## src/rtl/msi_bus_request_sequencer.sv

```systemverilog
// MSI bus request sequencer: issues write-back/miss/invalidate bus work, then commits.
// Optional MSI_BUS_TIMEOUT_EN: abandon a bus wait after TIMEOUT_CYCLES without bus_ack.
module msi_bus_request_sequencer #(
  parameter int ADDR_WIDTH     = 32,
  parameter int TIMEOUT_CYCLES = 255
) (
  input  logic                  clk,
  input  logic                  rst_n,
  input  logic                  cpu_req_valid,
  input  logic                  cpu_req_write,
  input  logic                  cpu_hit,
  input  logic [ADDR_WIDTH-1:0] cpu_addr,
  input  logic [ADDR_WIDTH-1:0] victim_addr,
  input  logic [1:0]            state_current,
  input  logic [1:0]            state_next,
  input  logic                  bus_grant,
  input  logic                  bus_ack,
  output logic                  cpu_ready,
  output logic                  cpu_done,
  output logic                  bus_req,
  output logic [1:0]            bus_cmd,
  output logic [ADDR_WIDTH-1:0] bus_addr,
  output logic                  state_we,
  output logic [1:0]            state_wdata,
  output logic                  error
);

  typedef enum logic [2:0] {
    S_IDLE, S_WB_REQ, S_WB_WAIT, S_REQ, S_WAIT, S_COMMIT
  } fsm_t;

  localparam logic [1:0] ST_M   = 2'b01;
  localparam logic [1:0] ST_S   = 2'b10;
  localparam logic [1:0] ST_ERR = 2'b11;

  localparam logic [1:0] CMD_INV = 2'b00;
  localparam logic [1:0] CMD_WM  = 2'b01;
  localparam logic [1:0] CMD_RM  = 2'b10;
  localparam logic [1:0] CMD_WB  = 2'b11;

  fsm_t                  state_q, state_d;
  logic [1:0]            cmd_q, cmd_d;
  logic [ADDR_WIDTH-1:0] addr_q, addr_d;
  logic [ADDR_WIDTH-1:0] caddr_q, caddr_d;
  logic                  write_q, write_d;
  logic [1:0]            snext_q, snext_d;
  logic                  error_q, error_d;

`ifdef MSI_BUS_TIMEOUT_EN
  localparam int CW = $clog2(TIMEOUT_CYCLES + 1);
  localparam logic [CW-1:0] TO_LAST = CW'(TIMEOUT_CYCLES - 1);
  logic [CW-1:0] cnt_q, cnt_d;
`else
  logic unused_timeout;
  assign unused_timeout = ^TIMEOUT_CYCLES;
`endif

  always_comb begin
    state_d = state_q;
    cmd_d   = cmd_q;
    addr_d  = addr_q;
    caddr_d = caddr_q;
    write_d = write_q;
    snext_d = snext_q;
    error_d = error_q;
`ifdef MSI_BUS_TIMEOUT_EN
    cnt_d   = cnt_q;
`endif
    case (state_q)
      S_IDLE: begin
        if (cpu_req_valid) begin
          write_d = cpu_req_write;
          caddr_d = cpu_addr;
          snext_d = state_next;
          if (state_next == ST_ERR || state_current == ST_ERR) begin
            error_d = 1'b1;
          end else if (cpu_hit &&
                       (!cpu_req_write || state_current == ST_M)) begin
            state_d = S_COMMIT;
          end else if (cpu_hit && state_current == ST_S) begin
            state_d = S_REQ;
            cmd_d   = CMD_INV;
            addr_d  = cpu_addr;
          end else if (!cpu_hit && state_current == ST_M) begin
            state_d = S_WB_REQ;
            cmd_d   = CMD_WB;
            addr_d  = victim_addr;
          end else begin
            // includes a write "hit" on an INVALID line
            state_d = S_REQ;
            cmd_d   = cpu_req_write ? CMD_WM : CMD_RM;
            addr_d  = cpu_addr;
          end
        end
      end
      S_WB_REQ: if (bus_grant) state_d = S_WB_WAIT;
      S_REQ:    if (bus_grant) state_d = S_WAIT;
      S_WB_WAIT: begin
        if (bus_ack) begin
          state_d = S_REQ;
          cmd_d   = write_q ? CMD_WM : CMD_RM;
          addr_d  = caddr_q;
        end
      end
      S_WAIT:   if (bus_ack) state_d = S_COMMIT;
      S_COMMIT: state_d = S_IDLE;
      default:  state_d = S_IDLE;
    endcase
`ifdef MSI_BUS_TIMEOUT_EN
    if ((state_q == S_WB_REQ || state_q == S_REQ) && bus_grant) begin
      cnt_d = '0;
    end else if ((state_q == S_WB_WAIT || state_q == S_WAIT) && !bus_ack) begin
      cnt_d = cnt_q + 1'b1;
      if (cnt_q == TO_LAST) begin
        error_d = 1'b1;
        state_d = S_IDLE;
        cnt_d   = '0;
      end
    end
`endif
  end

  always_ff @(posedge clk or negedge rst_n) begin
    if (!rst_n) begin
      state_q <= S_IDLE;
      cmd_q   <= 2'b00;
      addr_q  <= '0;
      caddr_q <= '0;
      write_q <= 1'b0;
      snext_q <= 2'b00;
      error_q <= 1'b0;
    end else begin
      state_q <= state_d;
      cmd_q   <= cmd_d;
      addr_q  <= addr_d;
      caddr_q <= caddr_d;
      write_q <= write_d;
      snext_q <= snext_d;
      error_q <= error_d;
    end
  end

`ifdef MSI_BUS_TIMEOUT_EN
  always_ff @(posedge clk or negedge rst_n) begin
    if (!rst_n) cnt_q <= '0;
    else        cnt_q <= cnt_d;
  end
`endif

  assign cpu_ready   = (state_q == S_IDLE);
  assign cpu_done    = (state_q == S_COMMIT);
  assign state_we    = (state_q == S_COMMIT);
  assign state_wdata = state_we ? snext_q : 2'b00;
  assign bus_req     = (state_q == S_WB_REQ) || (state_q == S_REQ);
  assign bus_cmd     = cmd_q;
  assign bus_addr    = addr_q;
  assign error       = error_q;

endmodule

```

## config.mk

```make
export PLATFORM = sky130hd
export DESIGN_NAME = msi_bus_request_sequencer
export DESIGN_NICKNAME = d
export VERILOG_FILES = /design/src/rtl/msi_bus_request_sequencer.sv
export SDC_FILE = /design/constraint.sdc
export NUM_CORES = 1
export LEC_CHECK = 0
export CORE_MARGIN = 4
export CORE_UTILIZATION = 44
export CTS_BUF_LIST = sky130_fd_sc_hd__clkbuf_4
export CTS_CLUSTER_DIAMETER = 80
export CTS_CLUSTER_SIZE = 30
export DETAILED_ROUTE_END_ITERATION = 8
export PLACE_DENSITY = 0.9
export REMOVE_ABC_BUFFERS = 1
export SLEW_MARGIN = 20
export SYNTH_ARGS = -nofsm -noshare
export SYNTH_HDL_FRONTEND = slang
export SYNTH_SLANG_ARGS = --single-unit
```

## constraint.sdc

```tcl
create_clock -name clk -period 1.75 [get_ports clk]
set_input_delay 0.4375 -clock clk [delete_from_list [all_inputs] [get_ports clk]]
set_output_delay 0.4375 -clock clk [all_outputs]
set_load 0.01 [all_outputs]
```

==> impl_metrics.ini <==
[synth]
synth_area_um2 = 3750
yosys-top-cells-area = dfrtp_1 (49%), mux2_4 (12%), mux2_2 (12%), mux2i_1 (8.8%), o21ai_0 (4.7%)
yosysWarnings = 0
muxShareOfSynthArea = 0.325
syn-instance-count = 305
synth_top_family_by_area = multiplexers
synth_simple_gate_area_frac = 0.0676
syn_avg_cell_area_um2 = 12.3
synth_compound_area_frac = 0.0860
ys_ff_latch = 73
synth_xor_area_frac = 0
yosysSeqAreaShare = 0.487
synth.distinct_cells = 33
yosysTopAreaCell = dfrtp_1
synth_top_cell_area_share = 0.487
yosys.area_share.adder = 0

[detailed_routing]
drtAntennaViolNets = 0
first_pass_iters = 4
wl_per_cell_um = 18.7
drc_errors = 0
via_per_inst = 5.35
drtIter0Drc = 104
vias = 3024
routed_wl_um = 10600

[setup_path]
reg2reg_slack_ns = -0.16
crit_type = in -> reg
worstPathRequired_ns = 2.06
crit_chain = clkdlybuf4s50_1, a22oi_2, nand2_2, a2111oi_4, buf_6, clkbuf_16, mux2_4
cp_max_fo = 4
r2r_end = bus_addr[2]
rr_startpoint = state_q[1]
end_kind = flop
r2r_cells = 6
start_kind = input pin
cp_slowest_cell = clkdlybuf4s50_1
max_stage_delay_ns = 0.43
arrival_ns = 2.25

[cts]
clock_latency_ns = 0.43
cts_sinks = 73
cts_tree = done
cts_inserted_buffers = 9
clockRootBuffer = clkbuf_4
clk_pin_slew_ns = 0.12
cts_buffer_depth = 2
cts.htree.levels = 3

[grt]
grt_overflow = 0
grt_pass1_wl_um = 15800
grt_usage = 0.202
grt_start_max_net_pins = 74
grt_antenna_before_repair = 0
gr-max-usage-layer = met2
grt_pass1_vias = 3172
met2_usage = 0.364
use_met1 = 0.241
use_met3 = 0.0542

[final_layout]
fin_cells = 565
diodes = 0
finalNetCount = 530
area_growth_pct = 53.6
fillCellCount = 610
drive_above_1_share = 0.335
fin_util = 0.699

[hold_path]
hold_end = error
hold_class = reg -> reg
min-delay-start = error
hold_depth = 1

[run_status]
violations = setup timing
status = finished with violations

[power_and_ir_drop]
switching_power_mw = 3.00
combPwrFrac = 0.526
power_density_nw_per_um2 = 1560
vdd_drop_max_mv = 0.742
p_total_mw = 9.02
pwr-share-seq = 0.340
internal-power_mw = 6.02
clkPwrFrac = 0.133
p_leak_nw = 2.52
swShare = 0.332

[sta]
setup_viol = 56
fmax_ghz = 0.517
setup_ws_ns = -0.184
maxSlewViolCount = 0
slew_headroom = 0.733
tightest_slew_ns = 0.400
tns_ns = -7.24
min_period_ns = 1.93
hold_violations = 0
fin_skew_ns = 0.0144
post-route-period-util = 1.10
rsz0062_at_grt = true

[floorplan]
dieArea_um2 = 10100
core-area_um2 = 8260
ios = 116
rows = 33
die_h_um = 100
start_util = 0.455
die_w_um = 100

[placed_design]
placed_cells = 527
portBuffers = 115
place_hpwl_um = 6440
place.gp.congestion = 0.846

[job]
maxCapViolCount = 0
-- sequential cells by signal, indices dropped and copies added, names as in the netlist --
name	cells
error	1
state_q	3
write_q	1
snext_q	2
bus_cmd	2
bus_addr	32
caddr_q	32
-- cell families (layout without fill, tap and decap cells) --
group / Yosys count / in the layout
mux: 102 / 102
flops: 73 / 73
simple gates: 54 / 54
compound gates: 51 / 51
buf+inv: 25 / 180
-- per-stage QoR --
| step | cell area, um2 | worst slack (ns) | hold WS (ns) |
|---|---|---|---|
| 2_1_floorplan | 3630 | -3.04 | 0.142 |
| 5_1_grt | 5770 | -0.240 | 0.539 |
| 4_1_cts | 5490 | -0.168 | 0.0124 |
| 3_5_place_dp | 5130 | -0.769 | 0.486 |
| 3_3_place_gp | 5130 | -0.699 | 0.477 |
| 6_report | 5770 | -0.184 | 0.517 |
-- how the worst max path moves through the flow --
stage	startpoint	endpoint	slack (ns)	cells past startpoint
floorplan	cpu_hit	bus_addr[10]	-3.04	4
global placement	state_current[0]	bus_cmd[0]	-0.70	6
detailed placement	state_current[1]	bus_cmd[0]	-0.77	6
CTS	state_current[0]	bus_cmd[0]	-0.17	8
global route	state_q[1]	bus_addr[14]	-0.24	6
finish	state_current[0]	bus_addr[2]	-0.18	7
-- Yosys cell counts --
| master | count |
|---|---|
| a22oi_2 | 1 |
| and3_1 | 3 |
| mux2i_1 | 33 |
| nor2b_1 | 3 |
| o32ai_1 | 1 |
| o31ai_1 | 1 |
| and2_1 | 1 |
| o31a_1 | 1 |
| buf_6 | 3 |
| nand2_2 | 1 |
| a2111oi_4 | 1 |
| a221oi_1 | 1 |
| nand2b_1 | 4 |
| and2b_1 | 1 |
| a21oi_1 | 5 |
| buf_1 | 2 |
| clkbuf_1 | 7 |
| o41ai_1 | 1 |
| nor3_1 | 1 |
| dfrtp_1 | 73 |
| nor3b_1 | 3 |
| a221oi_2 | 1 |
| inv_1 | 3 |
| o21bai_1 | 1 |
| a221o_2 | 1 |
| buf_4 | 1 |
| mux2_2 | 39 |
| mux2_4 | 30 |
| or2b_2 | 1 |
| o21ai_0 | 35 |
| nand2_1 | 36 |
| buf_2 | 9 |
| a31oi_1 | 1 |
-- power groups by stage --
| stage | clock network [mW] | logic (mW) | registers (mW) |
|---|---|---|---|
| 2_1_floorplan | 0 | 2.14 | 3.19 |
| 3_3_place_gp | 0 | 3.91 | 3.04 |
| 3_5_place_dp | 0 | 4.06 | 3.08 |
| 4_1_cts | 1.23 | 4.28 | 3.03 |
| 5_1_grt | 1.30 | 5.09 | 3.18 |
| 6_report | 1.20 | 4.75 | 3.07 |
-- critical path, delay by kind of cell --
kind            cells  cell delay (ns)
compound gates      2             0.59
simple gates        1             0.12
buf+inv             3             0.81
mux                 1             0.29
-- placed cells by master, fill, tap and decap left out, types with 2 or more instances in the layout --
| master | n |
|---|---|
| a21oi_1 | 5 |
| nand2_1 | 36 |
| dfrtp_1 | 71 |
| o21ai_0 | 35 |
| inv_1 | 3 |
| buf_8 | 4 |
| clkbuf_16 | 2 |
| nor2b_1 | 2 |
| buf_12 | 8 |
| clkinv_2 | 2 |
| bufinv_16 | 2 |
| mux2_2 | 11 |
| dlygate4sd2_1 | 35 |
| clkbuf_4 | 9 |
| buf_6 | 14 |
| dfrtp_2 | 2 |
| clkinv_4 | 2 |
| nor3b_4 | 3 |
| clkdlybuf4s50_1 | 72 |
| buf_4 | 21 |
| mux2_4 | 58 |
| and3_4 | 2 |
| mux2i_1 | 33 |
| nand2b_1 | 4 |
| buf_2 | 2 |
-- area by class of cell --
cell class | count | area, um2 | share of cell area
clock inverters | 7 | 95.1 | 0.0165
flip-flops and latches | 73 | 1830 | 0.317
repair buffers | 161 | 1670 | 0.290
clock buffers | 9 | 67.6 | 0.0117
multi-input cells | 207 | 1960 | 0.340
inverters | 3 | 11.3 | 0.00195
well taps | 105 | 131 | 0.0228
-- routing by layer --
layer	routed length, um	share of wire
met5	0	0
met2	5600	0.53
met1	4310	0.41
met4	141	0.013
met3	538	0.051
-- what timing repair did --
action,CTS,global route
hold buffers,0,1
gates resized for setup,102,44
buffers inserted,8,6
endpoints found under the hold margin,0,2
cloned,5,3
setup endpoints to repair,95,75
pin swaps,4,6
(Power assumes the default switching activity.)
